--- config.mk ---
export PLATFORM = sky130hd
export DESIGN_NAME = food_map_arbiter_flat
export DESIGN_NICKNAME = d
export VERILOG_FILES = /design/src/rtl/food_map.sv /design/src/rtl/food_map_arbiter_if.sv /design/src/rtl/food_map_arbiter.sv /design/src/flat_wrapper.sv
export SDC_FILE = /design/constraint.sdc
export NUM_CORES = 1
export LEC_CHECK = 0
export BUFFER_PORTS_ARGS = -buffer_cell sky130_fd_sc_hd__buf_2
export CAP_MARGIN = 10
export CORE_ASPECT_RATIO = 2
export CORE_MARGIN = 4
export CORE_UTILIZATION = 48
export CTS_BUF_LIST = sky130_fd_sc_hd__clkbuf_4 sky130_fd_sc_hd__clkbuf_8
export CTS_CLUSTER_SIZE = 24
export DETAILED_ROUTE_END_ITERATION = 8
export PLACE_DENSITY_LB_ADDON = 0.05
export SKIP_CTS_REPAIR_TIMING = 1
export SLEW_MARGIN = 40
export SYNTH_ARGS = -nofsm -noshare
export SYNTH_HDL_FRONTEND = slang
export SYNTH_SLANG_ARGS = --single-unit
--- constraint.sdc ---
create_clock -name clk -period 2.5 [get_ports clk]
set_input_delay 0.125 -clock clk [delete_from_list [all_inputs] [get_ports clk]]
set_output_delay 0.125 -clock clk [all_outputs]
set_load 0.05 [all_outputs]
--- src/rtl/food_map.sv ---

--- src/rtl/food_map_arbiter_if.sv ---
// ============================================================================
// Module   : food_map_arbiter_if
// Purpose  : Bundles the renderer, eat and block-RAM signals of the food map
//            arbiter. The arbiter connects through the slave modport; the
//            requesters and the RAM model connect through the master modport.
// Revision : 1.0  initial release
// ============================================================================
`default_nettype none

interface food_map_arbiter_if #(
  parameter int COLS = 80
);
  // Renderer row-read handshake
  logic            rd_req;
  logic [5:0]      rd_row;
  logic            rd_valid;
  logic [COLS-1:0] rd_data;

  // Pacman eat handshake
  logic            eat_req;
  logic [6:0]      eat_x;
  logic [5:0]      eat_y;
  logic            eat_ack;
  logic            eat_hit;

  // Single-port block RAM
  logic            bram_en;
  logic            bram_we;
  logic [5:0]      bram_addr;
  logic [COLS-1:0] bram_din;
  logic [COLS-1:0] bram_dout;

  // Eaten-pellet tally for the game-state logic
  logic [10:0]     eaten_count;
  logic            all_eaten;

  modport slave (
    input  rd_req, rd_row, eat_req, eat_x, eat_y, bram_dout,
    output rd_valid, rd_data, eat_ack, eat_hit,
    output bram_en, bram_we, bram_addr, bram_din,
    output eaten_count, all_eaten
  );

  modport master (
    output rd_req, rd_row, eat_req, eat_x, eat_y, bram_dout,
    input  rd_valid, rd_data, eat_ack, eat_hit,
    input  bram_en, bram_we, bram_addr, bram_din,
    input  eaten_count, all_eaten
  );
endinterface

`default_nettype wire

--- src/rtl/food_map_arbiter.sv ---
// ============================================================================
// Module   : food_map_arbiter
// Purpose  : Owns the single port of the food_map block RAM (one COLS-bit row
//            per maze row) and shares it round-robin between the renderer
//            (whole-row reads) and the pacman eat logic (read-modify-write
//            clear of one pellet bit).
// Options  : FOOD_COUNT_EN - when defined, builds the saturating eaten-pellet
//            counter and the sticky all_eaten flag; otherwise both are tied 0.
// Revision : 1.0  initial release
// ============================================================================
`default_nettype none

module food_map_arbiter #(
  parameter int ROWS       = 60,
  parameter int COLS       = 80,
  parameter int TOTAL_FOOD = 1000
) (
  input  wire logic         clk,
  input  wire logic         rst_n,
  food_map_arbiter_if.slave bus
);

  typedef enum logic [2:0] {
    IDLE  = 3'd0,
    D_RD  = 3'd1,
    D_CAP = 3'd2,
    E_RD  = 3'd3,
    E_CAP = 3'd4,
    E_WR  = 3'd5
  } state_t;

  localparam logic            c_grant_rd  = 1'b0;
  localparam logic            c_grant_eat = 1'b1;
  localparam logic [6:0]      c_cols      = 7'(COLS);
  localparam logic [5:0]      c_rows      = 6'(ROWS);
  localparam logic [COLS-1:0] c_one       = {{(COLS-1){1'b0}}, 1'b1};

  state_t          r_state;
  logic            r_last_grant;
  logic [6:0]      r_eat_x;
  logic [5:0]      r_eat_y;
  logic            r_oor;
  logic            r_hit;
  logic            r_rd_valid;
  logic [COLS-1:0] r_rd_data;
  logic            r_eat_ack;
  logic            r_eat_hit;
  logic            r_bram_en;
  logic            r_bram_we;
  logic [5:0]      r_bram_addr;
  logic [COLS-1:0] r_bram_din;

  logic            w_eat_in_range;
  logic            w_grant_rd;
  logic            w_grant_eat;
  logic [COLS-1:0] w_bit_mask;
  logic            w_row_hit;

  // Out-of-range eats still walk the whole sequence but never touch the RAM.
  assign w_eat_in_range = (bus.eat_x < c_cols) && (bus.eat_y < c_rows);

  // On a tie the renderer wins unless it was the last one served.
  assign w_grant_rd  = bus.rd_req && (!bus.eat_req || (r_last_grant == c_grant_eat));
  assign w_grant_eat = bus.eat_req && !w_grant_rd;

  // One-hot pellet mask for the latched column; zero when the column is beyond the row.
  assign w_bit_mask = c_one << r_eat_x;
  assign w_row_hit  = |(bus.bram_dout & w_bit_mask);

  // Access sequencer: arbitration in IDLE, then the read or read-modify-write steps.
  always_ff @(posedge clk or negedge rst_n) begin
    if (!rst_n) begin
      r_state      <= IDLE;
      r_last_grant <= c_grant_eat;
      r_eat_x      <= '0;
      r_eat_y      <= '0;
      r_oor        <= 1'b0;
      r_hit        <= 1'b0;
      r_rd_valid   <= 1'b0;
      r_rd_data    <= '0;
      r_eat_ack    <= 1'b0;
      r_eat_hit    <= 1'b0;
      r_bram_en    <= 1'b0;
      r_bram_we    <= 1'b0;
      r_bram_addr  <= '0;
      r_bram_din   <= '0;
    end else begin
      r_rd_valid <= 1'b0;
      r_eat_ack  <= 1'b0;
      case (r_state)
        IDLE: begin
          r_bram_en <= 1'b0;
          r_bram_we <= 1'b0;
          if (w_grant_rd) begin
            r_state      <= D_RD;
            r_last_grant <= c_grant_rd;
            r_bram_en    <= 1'b1;
            r_bram_addr  <= bus.rd_row;
          end else if (w_grant_eat) begin
            r_state      <= E_RD;
            r_last_grant <= c_grant_eat;
            r_eat_x      <= bus.eat_x;
            r_eat_y      <= bus.eat_y;
            r_oor        <= !w_eat_in_range;
            r_bram_en    <= w_eat_in_range;
            r_bram_addr  <= bus.eat_y;
          end
        end
        D_RD: begin
          r_bram_en <= 1'b0;
          r_state   <= D_CAP;
        end
        D_CAP: begin
          r_rd_data  <= bus.bram_dout;
          r_rd_valid <= 1'b1;
          r_state    <= IDLE;
        end
        E_RD: begin
          r_bram_en <= 1'b0;
          r_state   <= E_CAP;
        end
        E_CAP: begin
          // Write back only when a pellet was actually there.
          r_hit       <= w_row_hit && !r_oor;
          r_bram_en   <= w_row_hit && !r_oor;
          r_bram_we   <= w_row_hit && !r_oor;
          r_bram_addr <= r_eat_y;
          if (w_row_hit && !r_oor) begin
            r_bram_din <= bus.bram_dout & ~w_bit_mask;
          end
          r_state <= E_WR;
        end
        E_WR: begin
          r_bram_en <= 1'b0;
          r_bram_we <= 1'b0;
          r_eat_ack <= 1'b1;
          r_eat_hit <= r_hit;
          r_state   <= IDLE;
        end
        default: begin
          r_bram_en <= 1'b0;
          r_bram_we <= 1'b0;
          r_state   <= IDLE;
        end
      endcase
    end
  end

  assign bus.rd_valid  = r_rd_valid;
  assign bus.rd_data   = r_rd_data;
  assign bus.eat_ack   = r_eat_ack;
  assign bus.eat_hit   = r_eat_hit;
  assign bus.bram_en   = r_bram_en;
  assign bus.bram_we   = r_bram_we;
  assign bus.bram_addr = r_bram_addr;
  assign bus.bram_din  = r_bram_din;

  // The tally is 11 bits wide; a target outside 1..2047 is not meaningful and
  // leaves an empty marker block in the elaborated hierarchy.
  if (TOTAL_FOOD < 1 || TOTAL_FOOD > 2047) begin : g_total_food_unsupported
  end

`ifdef FOOD_COUNT_EN
  localparam logic [10:0] c_total = 11'(TOTAL_FOOD);

  logic [10:0] r_eaten_count;
  logic        r_all_eaten;

  // Count each successful eat as its acknowledge is seen; the flag follows the count by a cycle.
  always_ff @(posedge clk or negedge rst_n) begin
    if (!rst_n) begin
      r_eaten_count <= '0;
      r_all_eaten   <= 1'b0;
    end else begin
      if (r_eat_ack && r_eat_hit && (r_eaten_count < c_total)) begin
        r_eaten_count <= r_eaten_count + 11'd1;
      end
      r_all_eaten <= r_all_eaten || (r_eaten_count == c_total);
    end
  end

  assign bus.eaten_count = r_eaten_count;
  assign bus.all_eaten   = r_all_eaten;
`else
  assign bus.eaten_count = '0;
  assign bus.all_eaten   = 1'b0;
`endif

endmodule

`default_nettype wire

--- src/flat_wrapper.sv ---
// flat-port wrapper written by rule: the top's interface ports become plain ports
module food_map_arbiter_flat 
#(
  parameter int ROWS       = 60,
  parameter int COLS       = 80,
  parameter int TOTAL_FOOD = 1000
)
  (clk, rst_n, bus_rd_req, bus_rd_row, bus_eat_req, bus_eat_x, bus_eat_y, bus_bram_dout, bus_rd_valid, bus_rd_data, bus_eat_ack, bus_eat_hit, bus_bram_en, bus_bram_we, bus_bram_addr, bus_bram_din, bus_eaten_count, bus_all_eaten);
  food_map_arbiter_if #(.COLS(COLS)) bus_i ();
  input  wire logic clk;
  input  wire logic rst_n;
  input wire logic [$bits(bus_i.rd_req)-1:0] bus_rd_req;
  input wire logic [$bits(bus_i.rd_row)-1:0] bus_rd_row;
  input wire logic [$bits(bus_i.eat_req)-1:0] bus_eat_req;
  input wire logic [$bits(bus_i.eat_x)-1:0] bus_eat_x;
  input wire logic [$bits(bus_i.eat_y)-1:0] bus_eat_y;
  input wire logic [$bits(bus_i.bram_dout)-1:0] bus_bram_dout;
  output wire logic [$bits(bus_i.rd_valid)-1:0] bus_rd_valid;
  output wire logic [$bits(bus_i.rd_data)-1:0] bus_rd_data;
  output wire logic [$bits(bus_i.eat_ack)-1:0] bus_eat_ack;
  output wire logic [$bits(bus_i.eat_hit)-1:0] bus_eat_hit;
  output wire logic [$bits(bus_i.bram_en)-1:0] bus_bram_en;
  output wire logic [$bits(bus_i.bram_we)-1:0] bus_bram_we;
  output wire logic [$bits(bus_i.bram_addr)-1:0] bus_bram_addr;
  output wire logic [$bits(bus_i.bram_din)-1:0] bus_bram_din;
  output wire logic [$bits(bus_i.eaten_count)-1:0] bus_eaten_count;
  output wire logic [$bits(bus_i.all_eaten)-1:0] bus_all_eaten;
  assign bus_i.rd_req = bus_rd_req;
  assign bus_i.rd_row = bus_rd_row;
  assign bus_i.eat_req = bus_eat_req;
  assign bus_i.eat_x = bus_eat_x;
  assign bus_i.eat_y = bus_eat_y;
  assign bus_i.bram_dout = bus_bram_dout;
  assign bus_rd_valid = bus_i.rd_valid;
  assign bus_rd_data = bus_i.rd_data;
  assign bus_eat_ack = bus_i.eat_ack;
  assign bus_eat_hit = bus_i.eat_hit;
  assign bus_bram_en = bus_i.bram_en;
  assign bus_bram_we = bus_i.bram_we;
  assign bus_bram_addr = bus_i.bram_addr;
  assign bus_bram_din = bus_i.bram_din;
  assign bus_eaten_count = bus_i.eaten_count;
  assign bus_all_eaten = bus_i.all_eaten;
  food_map_arbiter #(.ROWS(ROWS), .COLS(COLS), .TOTAL_FOOD(TOTAL_FOOD)) u_core (.clk(clk), .rst_n(rst_n), .bus(bus_i));
endmodule
==> flow_results.org, run 1 <==
** Routing
- Routed length per placed instance :: 21.3 µm
- First-pass iteration count of the detailed router :: 5
- After detailed routing, the number of vias per cell comes to 5.24.
- After the first detailed-routing iteration, the DRC count stood at 397.
- Residual DRC count :: 0
- Vias after detailed routing :: 7703
- The detail route stage leaves a number of antenna-violating nets equal to 0.
- Final wirelength :: roughly 31 mm

** Power and ir drop
- Net Sw Frac :: 0.532
- In this run the power density over the cells is 1540 nW/µm².
- Combinational cell fraction of total power :: 0.619
- Internal :: 9.05 mW
- Summed over all nets, the switching power comes to 10.3 mW.
- The design draws 19.3 mW.
- Clk pwr share :: 0.100
- Leakage :: 5.86 nW
- Of the total power, registers draw 0.282.
- Worst VDD drop :: 0.00101 V

** Clocking
- Insertion delay of the later-clocked pin in the worst-skew pair :: around 0.48 ns
- The clock tree synthesis step divided the H-tree into 4 levels.
- In this run the clock root is driven by a sky130_fd_sc_hd__clkbuf_8.
- CTS tree :: built
- After clock tree synthesis, the clock-pin slew on the worst setup and hold paths is about 0.10 ns.
- Buffers inserted during clock tree synthesis total 17.
- Number of clock sinks seen by CTS :: 190
- The clock passes through at most 2 buffers.

** GRT
- Across every metal layer, demand over resource in global routing totals 0.282.
- Global-route wire length before repair :: roughly 45 mm
- For this run the aggregate overflow at the end of global routing stands at 0.
- Via count of the first global-routing pass :: around 7600
- Entering global routing, the biggest net connects 74 pins.
- The initial antenna violation count was 0.

** Cells and area
- Filler cells :: 1496
- In the final design database the tool counted between 1000 and 1500 nets.
- Final Util :: 0.669
- Diode count :: 0
- Summing all multi-input logic gate instances after layout gives 3690 µm².
- Compared with the post-synthesis result, the final layout area differs by 37.8%.
- Of the cells placed in the final design, the portion with a size suffix greater than 1 is 0.420.
- Sequential cell area :: 4760 µm²

** Worst hold path
- The startpoint identified for the worst hold timing path is bus_eat_req.
- Hold path depth :: 3
- The min-delay analysis places its worst path in the category in2reg.

** Timing
- Timing would allow up to 363 MHz.
- Setup repair after global routing missed its margin :: true
- For the final routed database, the setup TNS stands at -18.18 ns.
- Hold Fails Final Rpt :: 0
- Transition at the pin with the smallest max-transition slack :: 0.604 ns
- The number of pins with negative max-slew slack in the final report was 0.
- Fraction of the cycle the final worst path needs :: 1.10
- Min Tclk post-route :: between 2 and 3 ns
- Slew margin rel. :: 0.597
- Setup slack on the critical path of the routed design comes to -0.258 ns.
- Worst Clk Skew :: a little under 0.02 ns
- Setup violations remaining at the end of the flow were counted as 83.

** Critical path
- Counting cells, the worst reg-to-reg path comes to 11.
- R2R setup slack :: -0.26 ns
- Data required time of the worst path :: 2.88 ns
- The worst register-to-register path ends at u_core.r_hit$_DFFE_PN0P_.
- Classification of the worst setup path :: reg2reg
- In this run the worst setup path begins at u_core.r_eat_x[2]$_DFFE_PN0P_.
- Data arrives at the worst endpoint at 3.13 ns.
- Kind of start point of the critical path :: flop
- Setup crit end :: u_core.r_hit$_DFFE_PN0P_
- STA classifies the critical path endpoint as a flop.
- Max FO, Critical Path :: 18
- Reg2Reg Launch Point :: u_core.r_eat_x[2]$_DFFE_PN0P_

** Logic synthesis
- Async set-or-reset flop fraction in the synthesized netlist :: 1.00
- Post-synthesis average cell area :: 11.6 µm²
- Synthesis instantiated 55 different standard cells from the library.
- Yosys printed 0 warnings.
- The synthesized design contains 0 enable-type register cells.
- Flip-flop and latch count after synthesis :: 190
- Of the synthesized area, sequential elements account for 0.523.
- Netlist area before placement :: 9090 µm²
- Synthesis produced a netlist whose cell count is 784.
- Ys flop type :: sky130_fd_sc_hd__dfrtp_1

** Floorplan
- Initial core utilization :: 0.485
- Height of the die :: 203 µm
- The floorplan step defined a core boundary enclosing ~19000 µm².
- Width of the die :: between 100 and 150 µm
- In this run the count of I/O pins placed on the die edge is 286.
- The floorplan step defined a die boundary enclosing 21300 µm².
- Site Rows :: a little over 70

** Outcome
- Run status :: finished, violations left
- The final reports fail on setup timing.

** Placed design
- Number of buffers inserted by port buffering :: about 270
- At the end of routability-driven placement, the weighted congestion stood at 1.01.
- Setup slack at placement :: -0.266 ns
- Detailed Place HPWL :: approximately 23 mm

** Run
- Across the run, the number of max-cap violations was 0.
==> routing by layer <==
layer,vias up,part of all wire,track usage,wire [µm]
li1,3535,-,-,-
met5,-,0,0,0
met2,270,0.56,0.535,17600
met4,0,0.035,0.110,1080
met3,66,0.046,0.0493,1430
met1,3832,0.36,0.306,11200
==> power groups by stage <==
| stage | Clock [mW] | Sequential [mW] | Combinational (mW) |
|---|---|---|---|
| floorplan | 0 | 10.3 | 3.35 |
| detailed placement | 0 | 5.49 | 11.6 |
| CTS | 1.97 | 5.43 | 11.6 |
| global placement | 0 | 5.44 | 11.6 |
| global route | 2.09 | 5.65 | 12.5 |
| finish | 1.93 | 5.44 | 12.0 |
==> state kept, by name (all words and copies together) (netlist names) <==
register              count
u_core.bus.bram_din      80
u_core.bus.rd_data       80
u_core.r_eat_x            7
u_core.bus.bram_addr      6
u_core.r_eat_y            6
u_core.r_state            3
u_core.bus.bram_en        1
u_core.bus.bram_we        1
u_core.bus.eat_ack        1
u_core.bus.eat_hit        1
u_core.bus.rd_valid       1
u_core.r_hit              1
u_core.r_last_grant       1
u_core.r_oor              1
==> cells in the final DEF, fill, tap and decap left out, drive strengths merged, types with 7 or more instances in the layout <==
cell type	instances
o21ai	87
nor2b	10
conb	12
nor3b	9
nor2	12
a31oi	8
nand2	21
inv	86
nor3	10
dlygate4sd3	96
a21oi	19
nand3	13
mux2	105
clkinv	7
dfrtp	189
mux2i	94
clkbuf	25
buf	350
==> worst max-delay path, stage by stage, from the launching register on <==
cell,delay [ns]
sky130_fd_sc_hd__dfrtp_2,0.46
sky130_fd_sc_hd__buf_6,0.14
sky130_fd_sc_hd__buf_4,0.14
sky130_fd_sc_hd__nand2_1,0.09
sky130_fd_sc_hd__buf_4,0.11
sky130_fd_sc_hd__or2_2,0.13
sky130_fd_sc_hd__nor3_1,0.08
sky130_fd_sc_hd__a2111oi_1,0.37
sky130_fd_sc_hd__nand4_1,0.24
sky130_fd_sc_hd__o31a_4,0.51
sky130_fd_sc_hd__buf_12,0.20
sky130_fd_sc_hd__a21o_1,0.16
==> through the flow <==
stage / hold slack [ns] / cell area [µm²] / instances
finish: 0.0205 / 12500 / 1470
global route: 0.0222 / 12500 / 1470
CTS: -0.394 / 11400 / 1368
detailed placement: 0.135 / 11100 / 1336
global placement: 0.134 / 11100 / 1336
floorplan: -0.171 / 9140 / 795
==> Yosys cell counts, types with 2 or more instances <==
library cell	n	area, µm²
sky130_fd_sc_hd__o22ai_1	2	12.5
sky130_fd_sc_hd__o21ai_0	85	425
sky130_fd_sc_hd__or2_2	2	12.5
sky130_fd_sc_hd__buf_4	17	128
sky130_fd_sc_hd__nand2b_1	4	25.0
sky130_fd_sc_hd__nor3_1	10	50.1
sky130_fd_sc_hd__o32ai_1	2	17.5
sky130_fd_sc_hd__nand4_1	2	12.5
sky130_fd_sc_hd__a222oi_1	3	30.0
sky130_fd_sc_hd__inv_1	86	323
sky130_fd_sc_hd__a21oi_1	19	95.1
sky130_fd_sc_hd__dfrtp_1	189	4730
sky130_fd_sc_hd__o21ai_1	2	10.0
sky130_fd_sc_hd__mux2i_1	94	941
sky130_fd_sc_hd__or3_1	2	12.5
sky130_fd_sc_hd__nand3_1	13	65.1
sky130_fd_sc_hd__a31oi_1	8	50.1
sky130_fd_sc_hd__a2111oi_0	2	17.5
sky130_fd_sc_hd__nand4bb_1	3	33.8
sky130_fd_sc_hd__a22oi_1	3	22.5
sky130_fd_sc_hd__and3b_1	2	17.5
sky130_fd_sc_hd__buf_12	7	140
sky130_fd_sc_hd__nand2_1	21	78.8
sky130_fd_sc_hd__nand3b_1	3	22.5
sky130_fd_sc_hd__or2_1	2	12.5
sky130_fd_sc_hd__buf_1	2	7.51
sky130_fd_sc_hd__nor2_1	12	45.0
sky130_fd_sc_hd__or4b_1	2	20.0
sky130_fd_sc_hd__mux2_2	104	1170
sky130_fd_sc_hd__buf_6	2	22.5
sky130_fd_sc_hd__o31ai_1	2	15.0
sky130_fd_sc_hd__clkbuf_1	22	82.6
sky130_fd_sc_hd__nor2b_1	10	62.6
sky130_fd_sc_hd__and3_1	5	31.3
sky130_fd_sc_hd__or3b_2	2	17.5
sky130_fd_sc_hd__nor3b_1	9	67.6
sky130_fd_sc_hd__buf_2	10	50.1
sky130_fd_sc_hd__mux4_2	2	45.0
==> layout make-up <==
| class | instances | share of cell area |
|---|---|---|
| sequential | 190 | 0.380 |
| clock buffer | 23 | 0.0243 |
| clock inverter | 9 | 0.00489 |
| inverter | 86 | 0.0258 |
| multi-input combinational | 459 | 0.294 |
| tap | 255 | 0.0255 |
| timing repair buffer | 448 | 0.246 |
==> cell families after synthesis <==
kind of cell | after synthesis | synth area share
mux | 201 | 0.238
flops | 190 | 0.523
buf+inv | 147 | 0.0845
compound gates | 137 | 0.0852
simple gates | 108 | 0.0686
other cells | 1 | 0.000412
==> worst min-delay path by stage <==
stage	slack, ns	end
after floorplan	-0.17	u_core.bus.bram_addr[0]$_DFFE_PN0P_
after global placement	0.13	u_core.bus.rd_data[45]$_DFFE_PN0P_
after detailed placement	0.13	u_core.bus.rd_data[40]$_DFFE_PN0P_
after CTS	-0.39	u_core.bus.bram_din[43]$_DFFE_PN0P_
after global routing	0.02	u_core.r_state[1]$_DFFE_PN0N_
final	0.02	u_core.r_state[1]$_DFFE_PN0N_
Note: power is estimated with default switching activity, not from simulation.
==> run 2: changes to the inputs <==
CORE_UTILIZATION = 53   (was 48)
MAX_ROUTING_LAYER = met4   (was default)
clock period = 3.1 ns   (was 2.5 ns; I/O delays follow)
==> run 2 against run 1 <==
  * The run now ends clean
  * Final area is 4.6% lower
  * Sequential share of layout area up 1.8 points
  * Setup slack improved by 0.50 ns
  * First-iteration DRC count increased by 0.76%
  * Sequential cell count is the same
  * Power is 22% lower
  * Critical endpoint is now u_core.bus.bram_din[1]$_DFFE_PN0P_
  * Largest cell class unchanged
==> flow_results.org, run 2 (synthesized netlist as in run 1, its figures left out) <==
** GRT
- Entering global routing, the biggest net connects just over 90 pins.
- Across every metal layer, demand over resource in global routing totals 0.308.
- Global-route wire length before repair :: 43.8 mm
- Summed over all layers, the global routing overflow is 0.
- Via count of the first global-routing pass :: 7525
- The initial antenna violation count came to 1.

** Timing
- Setup violations remaining at the end of the flow were counted as 0.
- Setup repair after global routing left no endpoint under its margin.
- Min Tclk post-route :: 2.86 ns
- Measured against its own limit, the worst slew margin works out to 0.590.
- Fraction of the cycle the final worst path needs :: 0.921
- Count of pins over their slew limit :: 0
- After routing, the total negative slack on setup checks comes to 0 ns.
- Worst Clk Skew :: ~0.0083 ns
- Hold Fails Final Rpt :: 0
- Timing would allow up to 350 MHz.
- For the pin with the worst max-slew slack, the measured transition is 0.614 ns.

** Routing
- In the routed layout, each cell is associated on average with a via count of 5.53.
- After detailed routing, the met2 layer carries 17.2 mm of wire.
- Iter 0 DRT Violations :: 400
- Residual DRC count :: 0
- Routed length per placed instance :: 22.1 µm
- Met1 routed wirelength after detailed routing :: 10.5 mm
- Before antenna repair, the detailed router went through 5 iterations.
- The detailed router placed 7624 vias in this run.
- Met3 layer wire length in the routed design :: approximately 1.6 mm
- The highest layer touched by signal routing is met4.
- The count of nets left with antenna violations once routing finished came out at 0.
- Final wirelength :: 30.5 mm

** Power and ir drop
- Worst VDD drop :: 0.00120 V
- Leakage :: 5.59 nW
- Power spread over the standard cell area amounts to 1260 nW/µm².

** Critical path
- Along the worst path, the maximum fanout reaches 18.
- Kind of start point of the critical path :: flop
- Most frequent CP cell :: sky130_fd_sc_hd__buf_4
- Data arrival time of the critical path :: 3.24 ns
- For the worst setup path, the data required time is 3.49 ns.
- Critical path buffer and inverter count :: 3
- Crit path max-delay cell type :: sky130_fd_sc_hd__or4b_2
- Kind of capture point of the worst setup path :: flop
- In this run the number of cells on the critical path is 8.
- Number of cell instances on the worst register-to-register path :: 8
- Worst-path cell chain :: buf_4 -> or4b_2 -> buf_4 -> a31oi_1 -> or3_1 -> o31a_4 -> buf_4 -> mux2i_1
- For this run, the slowest stage of the critical path takes ~0.66 ns.
- Broken down by cell family, the worst path's largest delay share belongs to simple AND/OR/NAND/NOR gates.
- Classification of the worst setup path :: reg2reg

** Floorplan
- Width of the die :: ~100 µm
- Initial core utilization :: 0.540
- Standard cell core area :: 16800 µm²
- The die is just under 200 µm tall.
- Site Rows :: 67
- In this run the count of I/O pins placed on the die edge is ~290.
- Die outline area :: 19400 µm²

** Run
- Across the run, the number of max-cap violations was 0.

** Clocking
- CTS root buf :: sky130_fd_sc_hd__clkbuf_8
- In this run the number of H-tree levels came out at 4.
- Counting along the longest clock path gives a buffer depth of 2.
- TritonCTS built the clock tree.
- The clock reaches the later pin of the worst-skew pair after roughly 0.47 ns.
- Clock slew at reported path FFs :: 0.10 ns
- Clock tree synthesis found a total of 190 sinks.
- Number of buffers created by CTS :: 17

** Cells and area
- Final net count :: approximately 1300
- For this run, the share of the core covered by cells in the final layout is 0.710.
- Most common cell after layout, fill and taps aside :: sky130_fd_sc_hd__buf_2
- Finished layout cell area :: roughly 12000 µm²
- Area growth from synthesis to final layout :: 31.4%
- Most used cells in the layout excluding fill and tap cells :: 272 x sky130_fd_sc_hd__buf_2, 188 x sky130_fd_sc_hd__dfrtp_1, 104 x sky130_fd_sc_hd__mux2_2
- Ratio of cells with drive above 1 in the final layout :: 0.393

** Placed design
- The HPWL after detailed placement is 22.0 mm.
- Placement-stage cell area :: between 10000 and 15000 µm²
- The congestion estimate from routability-driven global placement came to 0.987.
- Number of buffers inserted by port buffering :: 273

** Worst hold path
- The worst hold path passes through 3 cells.
- Path category of the worst min-delay check :: in2reg

** Outcome
- Run status :: finished clean
run 2: cell types whose count changed in the layout (fill, tap and decap cells not counted), sizes merged, moves of 2 or more:
| cell | change |
|---|---|
| buf | -40 |
| dlygate4sd3 | -4 |
| clkinv | -2 |
| diode | +2 |
run 2: worst reg2reg max path, stage by stage (launching register included):
cell	delay [ns]
sky130_fd_sc_hd__dfrtp_1	0.54
sky130_fd_sc_hd__buf_4	0.24
sky130_fd_sc_hd__or4b_2	0.66
sky130_fd_sc_hd__buf_4	0.20
sky130_fd_sc_hd__a31oi_1	0.15
sky130_fd_sc_hd__or3_1	0.15
sky130_fd_sc_hd__o31a_4	0.23
sky130_fd_sc_hd__buf_4	0.34
sky130_fd_sc_hd__mux2i_1	0.26
run 2: path summary, 6_finish.rpt:
path	end	slack, ns	start
max	u_core.bus.bram_din[1]$_DFFE_PN0P_	0.24	u_core.r_eat_x[1]$_DFFE_PN0P_
min	u_core.bus.bram_din[52]$_DFFE_PN0P_	0.0001	bus_bram_dout[52]
max reg2reg	u_core.bus.bram_din[1]$_DFFE_PN0P_	0.24	u_core.r_eat_x[1]$_DFFE_PN0P_
min reg2reg	u_core.bus.rd_data[33]$_DFFE_PN0P_	0.51	u_core.bus.rd_data[33]$_DFFE_PN0P_
max in group asynchronous	u_core.r_eat_x[2]$_DFFE_PN0P_	1.95	rst_n
min in group asynchronous	u_core.bus.rd_data[19]$_DFFE_PN0P_	0.23	rst_n
run 2: final cells by class:
class	instances	area, µm²
repair buffers	403	2630
multi-input cells	458	3620
flip-flops and latches	190	4760
fillers	1300	4890
inverters	86	323
diodes	2	5.00
well taps	207	259
clock buffers	23	292
clock inverters	9	63.8
run 2: per-layer routing:
metal  vias up  GRT usage
met2       288      0.558
met3        70     0.0404
met4         0      0.126
li1       3450          -
met5         -          -
met1      3816      0.329
run 2: power by group:
part           switching [mW]  total (mW)  internal [mW]  leakage, nW
clock                   0.897        1.53          0.634        0.180
sequential              0.733        4.45           3.72         2.13
combinational            6.47        9.03           2.56         3.28
run 2: stage by stage:
stage	power [mW]	worst slack, ns	hold WS (ns)	cells
after floorplan	11.0	0.601	-0.141	795
after global placement	13.3	0.244	0.182	1252
after detailed placement	13.4	0.190	0.183	1252
after CTS	14.9	0.162	-0.335	1284
after global routing	15.7	0.100	0.00132	1378
final	15.0	0.244	0.000130	1378
==> run 3: changes to the inputs <==
CORE_MARGIN = 10   (was 4)
==> run 3 against run 2 <==
  * Core utilization up 0.56 points
  * Die area rose by 19%
  * Critical path depth increased by 2
  * Clock skew rose by 0.0063 ns
  * Critical path type unchanged
  * Register-to-register slack about the same
  * Clock-buffer cell count down 4
  * Largest power group unchanged
  * Highest routed layer unchanged
  * Power is 2.9% higher
  * The flow now finishes with violations (hold timing)
  * Worst hold slack lost 0.015 ns
==> flow_results.org, run 3 (synthesized netlist as in run 1, its figures left out) <==
** Routing
- Detail-routed via count per cell :: 5.53
- First-pass iteration count of the detailed router :: 6
- Wires add up to 32.4 mm.
- Dividing the detail-routed wire length by the instance count gives approximately 24 µm.
- Vias after detailed routing :: around 7600
- In the routed design, unresolved DRC markers number 0.
- Iter 0 DRT Violations :: 379
- Remaining antenna violation count :: 0

** GRT
- For this run, global-route usage on met2 was measured as 0.476.
- Most congested layer reported by global routing :: met2
- Global routing usage summed across all routing layers :: 0.267
- In the global route stage, met1 resource usage came out at 0.269.
- Via count of the first global-routing pass :: 7705
- Initial antenna violation count :: 0
- Entering global routing, the biggest net connects 97 pins.
- Global-route wire length before repair :: roughly 46 mm
- Global routing finished with a remaining overflow of 0.
- Met3 capacity usage during global routing :: 0.0534

** Floorplan
- Site Rows :: 67
- Standard cell core area :: 16800 µm²
- Height of the die :: approximately 210 µm
- Initial core utilization :: 0.540
- IO Count :: 286
- The die covers 23100 µm².
- Width of the die :: between 100 and 150 µm

** Timing
- Subtracting the final worst setup slack from the clock period gives between 2 and 3 ns.
- Slew margin rel. :: 0.425
- Between clock sinks in the finished design, the worst skew comes to about 0.015 ns.
- For the pin with the worst max-slew slack, the measured transition is 0.863 ns.
- Setup repair after global routing missed its margin :: false
- Setup violations remaining at the end of the flow were counted as 0.
- Worst hold-check slack :: -0.0149 ns
- The number of endpoints with negative hold slack in the final report is 2.
- Summed over all failing endpoints, the final setup total negative slack is 0 ns.
- F_max :: roughly 350 MHz
- In the finished design, the share of the clock period the worst path needs comes to 0.924.
- Count of pins over their slew limit :: 0

** Critical path
- Of all nets on the critical path, the largest fanout is 32.
- For this design, the slowest cell found on the critical path is sky130_fd_sc_hd__nor3_1.
- Kind of capture point of the worst setup path :: flop
- For this run, the slowest stage of the critical path takes 0.53 ns.
- Classification of the worst setup path :: reg2reg
- The number of buffers and inverters on the critical path is 3.
- Number of cell instances on the worst register-to-register path :: 10
- Data arrival time of the critical path :: 3.25 ns
- The signal on the critical path passes through buf_4 -> nor3_1 -> buf_4 -> nand2_1 -> a21oi_1 -> a21oi_1 -> nand4_1 -> o31a_4 -> buf_12 -> mux2i_1.
- The startpoint identified for the worst register-to-register timing path is u_core.r_eat_x[0]$_DFFE_PN0P_.
- Data required time of the worst path :: around 3.5 ns
- R2R setup slack :: 0.23 ns
- The worst setup path is launched from a flop.
- In this run the critical register-to-register path is captured at u_core.bus.bram_din[42]$_DFFE_PN0P_.
- Kind of cell with the highest combined delay on the critical path :: simple AND/OR/NAND/NOR gates

** Cells and area
- Most used cells in the layout excluding fill and tap cells :: 272 x sky130_fd_sc_hd__buf_2, 189 x sky130_fd_sc_hd__dfrtp_1, 104 x sky130_fd_sc_hd__mux2_2
- Filler cells :: 1300
- The area growth from synthesis to layout is 32.5%.
- Final net count :: roughly 1300
- Ratio of cells with drive above 1 in the final layout :: 0.394
- The finished layout holds about 1400 standard cells, fillers aside.
- For this run, the share of the core covered by cells in the final layout is 0.715.
- Diode count :: 0
- Most common cell after layout, fill and taps aside :: sky130_fd_sc_hd__buf_2

** Worst hold path
- The worst hold path terminates at u_core.r_last_grant$_DFFE_PN1P_.
- Path category of the worst min-delay check :: in2reg
- The worst hold path begins at bus_eat_req.
- Hold path depth :: 3

** Power and ir drop
- Of the total power, registers draw 0.285.
- The analysis attributes to net switching a power of 8.26 mW.
- Leakage :: 5.65 nW
- Of the total power, combinational logic draws 0.596.
- In this run the power density over the cells is 1280 nW/µm².
- Power comes to 15.4 mW.
- VDD sags by at most 0.000837 V.
- The internal power of the cells totals 7.18 mW.
- Of the total power, the share spent switching nets is 0.535.
- Clk pwr share :: 0.119

** Clocking
- The root buffer cell chosen for the clock tree is sky130_fd_sc_hd__clkbuf_8.
- Number of buffers created by CTS :: 17
- CTS tree :: built
- H-tree lvl count :: 4
- The clock passes through at most 2 buffers.
- CTS saw 190 sinks.
- Clock latency on the worst-skew pair, taken at its later pin, is approximately 0.48 ns.
- After clock tree synthesis, the clock-pin slew on the worst setup and hold paths is about 0.1 ns.

** Placed design
- Number of buffers inserted by port buffering :: 273
- At the end of routability-driven placement, the weighted congestion stood at 0.962.
- Detailed Place HPWL :: between 20 and 25 mm
- The number of placed instances, taps included, is 1256.

** Outcome
- Run status :: finished, violations left
- The final reports fail on hold timing.

** Run
- Max Cap Viol :: 0
[run 3: cell count changes in the layout (fill, tap and decap cells not counted), sizes merged, moves of 2 or more]
cell | previous run | this run
buf | 310 | 314
bufinv | 0 | 4
clkbuf | 24 | 20
clkinv | 5 | 3
clkinvlp | 3 | 1
diode | 2 | 0
inv | 87 | 90
[run 3: worst max path at each step]
stage                                       start                                  end  slack (ns)  depth (start not counted)
floorplan           u_core.r_eat_x[4]$_DFFE_PN0P_  u_core.bus.bram_din[48]$_DFFE_PN0P_        0.60                         11
global placement    u_core.r_eat_x[2]$_DFFE_PN0P_  u_core.bus.bram_din[30]$_DFFE_PN0P_        0.37                          8
CTS                 u_core.r_eat_x[2]$_DFFE_PN0P_  u_core.bus.bram_din[32]$_DFFE_PN0P_        0.29                          8
detailed placement  u_core.r_eat_x[2]$_DFFE_PN0P_  u_core.bus.bram_din[19]$_DFFE_PN0P_        0.31                          8
finish              u_core.r_eat_x[0]$_DFFE_PN0P_  u_core.bus.bram_din[42]$_DFFE_PN0P_        0.23                         10
global route        u_core.r_eat_x[2]$_DFFE_PN0P_  u_core.bus.bram_din[42]$_DFFE_PN0P_        0.12                          9
[run 3: final cells by class]
class / instances / area [µm²] / share of cell area
inverter: 86 / 323 / 0.0268
sequential: 190 / 4760 / 0.395
clock inverter: 12 / 181 / 0.0151
tap: 207 / 259 / 0.0215
multi-input combinational: 458 / 3620 / 0.301
timing repair buffer: 406 / 2650 / 0.220
clock buffer: 19 / 255 / 0.0212
[run 3: worst min-delay path, delay by kind of cell]
family	cells	cell delay, ns
AO/OA/AOI/OAI	2	0.17
buffers and inverters	1	0.14
[run 3: layer usage]
metal / routed length [µm] / share of wire
met1: 11200 / 0.34
met2: 18000 / 0.56
met3: 1760 / 0.054
met5: 0 / 0
met4: 1480 / 0.046
[run 3: per-stage QoR]
| step | instance area, µm² | worst slack (ns) |
|---|---|---|
| 2_1_floorplan | 9140 | 0.601 |
| 5_1_grt | 12100 | 0.121 |
| 6_report | 12100 | 0.235 |
| 4_1_cts | 11100 | 0.294 |
| 3_5_place_dp | 10700 | 0.310 |
| 3_3_place_gp | 10700 | 0.374 |
[run 3: power groups by stage]
stage	Combinational, mW	Sequential [mW]	Clock [mW]
floorplan	2.70	8.28	0
global placement	9.03	4.36	0
detailed placement	9.12	4.40	0
CTS	9.13	4.37	1.86
global route	9.63	4.54	1.95
finish	9.21	4.40	1.84
